--- config.mk ---
export PLATFORM = sky130hd
export DESIGN_NAME = result_trace_buffer
export DESIGN_NICKNAME = d
export VERILOG_FILES = /design/src/rtl/result_trace_buffer.sv
export SDC_FILE = /design/constraint.sdc
export NUM_CORES = 1
export LEC_CHECK = 0
export BUFFER_PORTS_ARGS = -buffer_cell sky130_fd_sc_hd__buf_2
export CORE_MARGIN = 4
export CORE_UTILIZATION = 55
export DETAILED_ROUTE_END_ITERATION = 7
export GPL_ROUTABILITY_DRIVEN = 0
export PLACE_DENSITY = 0.72
export SKIP_LAST_GASP = 1
export SLEW_MARGIN = 0
export SYNTH_ARGS = -nofsm -noshare
export SYNTH_HDL_FRONTEND = slang
export SYNTH_SLANG_ARGS = --single-unit
--- constraint.sdc ---
create_clock -name Clock -period 8.45 [get_ports Clock]
set_input_delay 1.69 -clock Clock [delete_from_list [all_inputs] [get_ports Clock]]
set_output_delay 1.69 -clock Clock [all_outputs]
set_load 0.03 [all_outputs]
--- src/rtl/result_trace_buffer.sv ---
// Commit trace FIFO: stamps each retired write/branch with a sequence
// number and exposes it first-word-fall-through over valid/ready.
module result_trace_buffer #(
  parameter int Data_W = 32,
  parameter int Depth  = 16,
  parameter int Seq_W  = 8
) (
  input  logic                       Clock,
  input  logic                       Reset,
  input  logic                       Enable,
  input  logic                       Clear,
  input  logic                       RegWrite,
  input  logic                       MemWrite,
  input  logic                       PCSrc,
  input  logic [3:0]                 Rd,
  input  logic [Data_W-1:0]          Result_In,
  output logic                       Trace_Valid,
  input  logic                       Trace_Ready,
  output logic [Seq_W+6+Data_W-1:0]  Trace_Data,
  output logic [$clog2(Depth):0]     Count,
  output logic                       Full,
  output logic [15:0]                Overflow_Count
);

  localparam int AW = $clog2(Depth);
  localparam int CW = AW + 1;
  localparam int EW = Seq_W + 6 + Data_W;

  logic [EW-1:0]    mem [Depth];
  logic [AW-1:0]    rd_ptr;
  logic [AW-1:0]    wr_ptr;
  logic [Seq_W-1:0] seq;
  logic [1:0]       ev_type;
  logic             ev;
  logic             pop;
  logic             push;

  always_comb begin
    ev_type = 2'b00;
    priority case (1'b1)
      PCSrc:    ev_type = 2'b10;
      MemWrite: ev_type = 2'b01;
      default:  ev_type = 2'b00;
    endcase
  end

  assign ev   = Enable & (RegWrite | MemWrite | PCSrc);
  assign pop  = Trace_Valid & Trace_Ready;
  // A full FIFO still takes the event if the head leaves at the same edge
  assign push = ev & (~Full | pop);

  assign Trace_Valid = (Count != '0);
  assign Full        = (Count == CW'(Depth));
  assign Trace_Data  = Trace_Valid ? mem[rd_ptr] : '0;

  always_ff @(posedge Clock or negedge Reset) begin
    if (!Reset) begin
      rd_ptr         <= '0;
      wr_ptr         <= '0;
      Count          <= '0;
      seq            <= '0;
      Overflow_Count <= '0;
    end else if (Clear) begin
      rd_ptr         <= '0;
      wr_ptr         <= '0;
      Count          <= '0;
      seq            <= '0;
      Overflow_Count <= '0;
    end else begin
      if (ev)
        seq <= seq + Seq_W'(1);
      if (push)
        wr_ptr <= wr_ptr + AW'(1);
      if (pop)
        rd_ptr <= rd_ptr + AW'(1);
      if (ev && !push && Overflow_Count != 16'hFFFF)
        Overflow_Count <= Overflow_Count + 16'd1;
      unique case ({push, pop})
        2'b10:   Count <= Count + CW'(1);
        2'b01:   Count <= Count - CW'(1);
        default: Count <= Count;
      endcase
    end
  end

  always_ff @(posedge Clock) begin
    if (push && !Clear)
      mem[wr_ptr] <= {seq, ev_type, Rd, Result_In};
  end

endmodule

==> metrics.md <==
| Metric | Value |
|---|---|
| Worst Max-Slew Pin Slew | `1.09 ns` |
| Initial Util | `55.6%` |
| Area of the core | `0.0538 mm2` |
| DP Area | `0.0314 mm2` |
| RR Endpoint | `mem[8][4]` |
| Root buffer selected by CTS | `clkbuf_16` |
| Sw Ratio | `26.9%` |
| Pre-CTS setup slack | `3.37 ns` |
| Setup TNS | `0 ns` |
| R2r startpoint | `Count[4]` |
| HP Class | `reg -> reg` |
| DRT Wirelength | `61000 um` |
| CTS tree | `yes` |
| Pre-antenna DRT Iters | `5` |
| Avg WL per Cell | `27.0 um` |
| Fin cells | `2261` |
| Clock skew after layout | `0.0380 ns` |
| Cell depth of the worst flop-to-flop path | `5` |
| Routed vias/inst | `6.22` |
| Net Count, Synth | `1415` |
| Worst R2R Setup Slack | `5.06 ns` |
| Port Buf Inserts | `112` |
| Final Max Tran Viols | `0` |
| CP arrival | `3.92 ns` |
| Crit Path Class | `reg -> out` |
| Power, Total | `9.73 mW` |
| Pin count of the biggest net entering global routing | `140` |
| Final Worst Setup Slack | `2.84 ns` |
| ANT nets after route | `0` |
| DRC viols | `0` |
| Post-DP HPWL | `29200 um` |
| Pint | `7.11 mW` |
| Total GRT Usage | `21.5%` |
| CP Capture Type | `output pin` |
| Final count of hold timing violations | `0` |
| Max Fanout on Critical Path | `50` |
| Placed insts | `2122` |
| Min-delay src | `Overflow_Count[9]` |
| Vias in the first global route | `14.5k` |
| Worst hold slack | `0.598 ns` |
| Synth warn | `0` |
| P_sw | `2.62 mW` |
| Register bit total from synthesis | `773` |
| Area Growth Syn to Fin | `13.3%` |
| Final setup vio count | `0` |
| Die area | `0.0582 mm2` |
| Status | `completed` |
| CP Cell Sequence | `buf_4, mux4_2, mux2i_1, o22ai_1, buf_2` |
| Max cap viols | `0` |
| Nets | `1560` |
| Post-CTS Setup Inserts | `0` |
| 1st-iter DRT viols | `1349` |
| IO Pins | `113` |
| Mapped Area | `0.0299 mm2` |
| Slew headroom | `26.8%` |
| Sequential power share | `44.9%` |
| CP max stage delay | `1.09 ns` |
| Clock network power share | `34.7%` |
| Worst-Skew Late Latency | `0.62 ns` |
| RSZ-0062 raised after global routing | `false` |
| CTS H-Tree Depth | `3` |
| Share of cells above drive strength 1 | `29.8%` |
| CTS Buffer Depth | `3` |
| Prevailing post-synth register cell | `edfxtp_1` |
| Site row count | `85` |
| Worst EP required | `6.76 ns` |
| Die H | `241 um` |
| Tmin final | `5.61 ns` |
| PostCTS Resize Cnt | `0` |
| Power Dens Cells | `287 mW/mm2` |
| Fin area | `0.0339 mm2` |
| Max Clk Rate | `178 MHz` |
| Hold Crit Depth | `2` |
| Crit path from | `rd_ptr[0]` |
| Initial antenna violation count | `3` |
| GRT overflow | `0` |
| Peak supply drop | `0.000171 V` |
| Final Util | `63.1%` |
| Fillers | `3569` |
| Vias | `14.1k` |
| Post-Syn Instances | `1360` |
| Multi-input logic area | `0.00673 mm2` |
| Hold EP | `Overflow_Count[9]` |
| Leakage power | `10.6 nW` |
| CP Launch Type | `flip-flop` |
| Synth async-reset ratio | `4.79%` |
| Post-synth EDFFs | `736` |
| Mean Syn Cell Area | `22.0 um2` |
| Die X-Extent | `241 um` |
| Clk sinks | `773` |
| CTS Buf Count | `77` |
| First-pass GRT wire length | `92000 um` |
| Sequential share of the synthesized area | `76.9%` |
| Critical-path top delay cell | `dfrtp_4` |
| Period Utilization, post-route | `66.3%` |
| Hold-fix buffers at CTS | `0` |
| Clk slew on worst S/H paths | `0.06 ns` |
| Distinct cells, synth | `52` |
| FF/Latch Area | `0.0230 mm2` |
| Comb pwr share | `20.4%` |
[critical path: cells and delay by family (launching register included)]
| kind | cells | cell delay, ns |
|---|---|---|
| buf+inv | 2 | 1.13 |
| flops | 1 | 1.09 |
| mux | 2 | 0.78 |
| compound gates | 1 | 0.21 |
[cells in the final DEF (no fill, tap or decap), types with 3 or more instances in the layout]
cell type | synthesis | layout
mux2_4 | 3 | 3
a21oi_1 | 8 | 8
nand2_1 | 17 | 16
xnor2_1 | 16 | 16
o22ai_1 | 46 | 46
nand4_1 | 11 | 11
clkbuf_16 | 0 | 80
clkinv_2 | 0 | 9
inv_6 | 0 | 3
clkinv_1 | 0 | 16
buf_4 | 0 | 21
nor2_1 | 52 | 36
xor2_1 | 10 | 10
edfxtp_1 | 736 | 736
bufinv_16 | 0 | 8
clkbuf_1 | 34 | 13
nor2_4 | 0 | 16
mux4_2 | 184 | 184
nand3_1 | 10 | 10
nor4_1 | 9 | 8
dfrtp_1 | 37 | 34
inv_1 | 7 | 7
nor3_1 | 3 | 3
dfrtp_4 | 0 | 3
mux2i_1 | 93 | 93
ha_1 | 10 | 10
clkinvlp_4 | 0 | 5
buf_2 | 23 | 112
[sequential cells by signal, indices dropped and copies added, names as in the netlist]
| register | cells |
|---|---|
| Overflow_Count | 16 |
| wr_ptr | 4 |
| rd_ptr | 4 |
| Count | 5 |
| mem | 736 |
| seq | 8 |
[area by class of cell]
cell class / instances / area share (%)
Antenna cell: 1 / 0.00737
Clock buffer: 95 / 6.12
Clock inverter: 43 / 1.28
Inverter: 7 / 0.0774
Multi-Input combinational cell: 511 / 19.8
Sequential cell: 773 / 67.9
Tap cell: 696 / 2.57
Timing Repair Buffer: 135 / 2.23
[kinds of logic (layout without fill, tap and decap cells)]
group           Yosys count  after routing  synth area share, %
mux                     281            281                 17.1
simple gates            125            125                 2.16
compound gates           68             68                 1.49
buf+inv                  76            280                 1.08
xor+xnor                 26             26                0.760
other cells               0              1                    0
flops                   773            773                 76.9
fa+ha+maj                11             11                0.485
[routing by layer]
| layer | GRT usage (%) | part of all wire, % |
|---|---|---|
| met1 | 31.3 | 41 |
| met2 | 34.6 | 50 |
| met3 | 3.89 | 7.1 |
| met4 | 5.27 | 1.7 |
| met5 | 0 | 0 |
[power by group through the flow]
stage | sequential (mW) | combinational [mW] | clock, mW
3_5_place_dp | 4.45 | 2.02 | 0
5_1_grt | 4.38 | 2.13 | 3.61
3_3_place_gp | 4.45 | 2.00 | 0
4_1_cts | 4.37 | 2.02 | 3.44
6_report | 4.36 | 1.99 | 3.38
2_1_floorplan | 4.36 | 1.57 | 0
[cells in the mapped netlist, types with 3 or more instances]
| cell | number | area [um2] |
|---|---|---|
| buf_2 | 23 | 115 |
| nor2_1 | 52 | 195 |
| nand4_1 | 11 | 68.8 |
| clkbuf_1 | 34 | 128 |
| nor4_1 | 9 | 56.3 |
| dfrtp_1 | 37 | 926 |
| inv_1 | 7 | 26.3 |
| nand2b_1 | 3 | 18.8 |
| buf_1 | 11 | 41.3 |
| o22ai_1 | 46 | 288 |
| ha_1 | 10 | 125 |
| nand3_1 | 10 | 50.1 |
| mux2i_1 | 93 | 931 |
| mux4_2 | 184 | 4140 |
| a21oi_1 | 8 | 40.0 |
| nand2_1 | 17 | 63.8 |
| xor2_1 | 10 | 87.6 |
| xnor2_1 | 16 | 140 |
| nor3_1 | 3 | 15.0 |
| edfxtp_1 | 736 | 22100 |
| mux2_4 | 3 | 45.0 |
[how the worst max path moves through the flow]
| stage | cells past startpoint | slack, ns | endpoint |
|---|---|---|---|
| CTS | 5 | 2.71 | Trace_Data[42] |
| floorplan | 4 | 3.63 | mem[15][0] |
| global route | 5 | 2.50 | Trace_Data[42] |
| finish | 5 | 2.84 | Trace_Data[42] |
| detailed placement | 5 | 3.37 | Trace_Data[42] |
| global placement | 5 | 3.39 | Trace_Data[43] |
(Power assumes the default switching activity.)
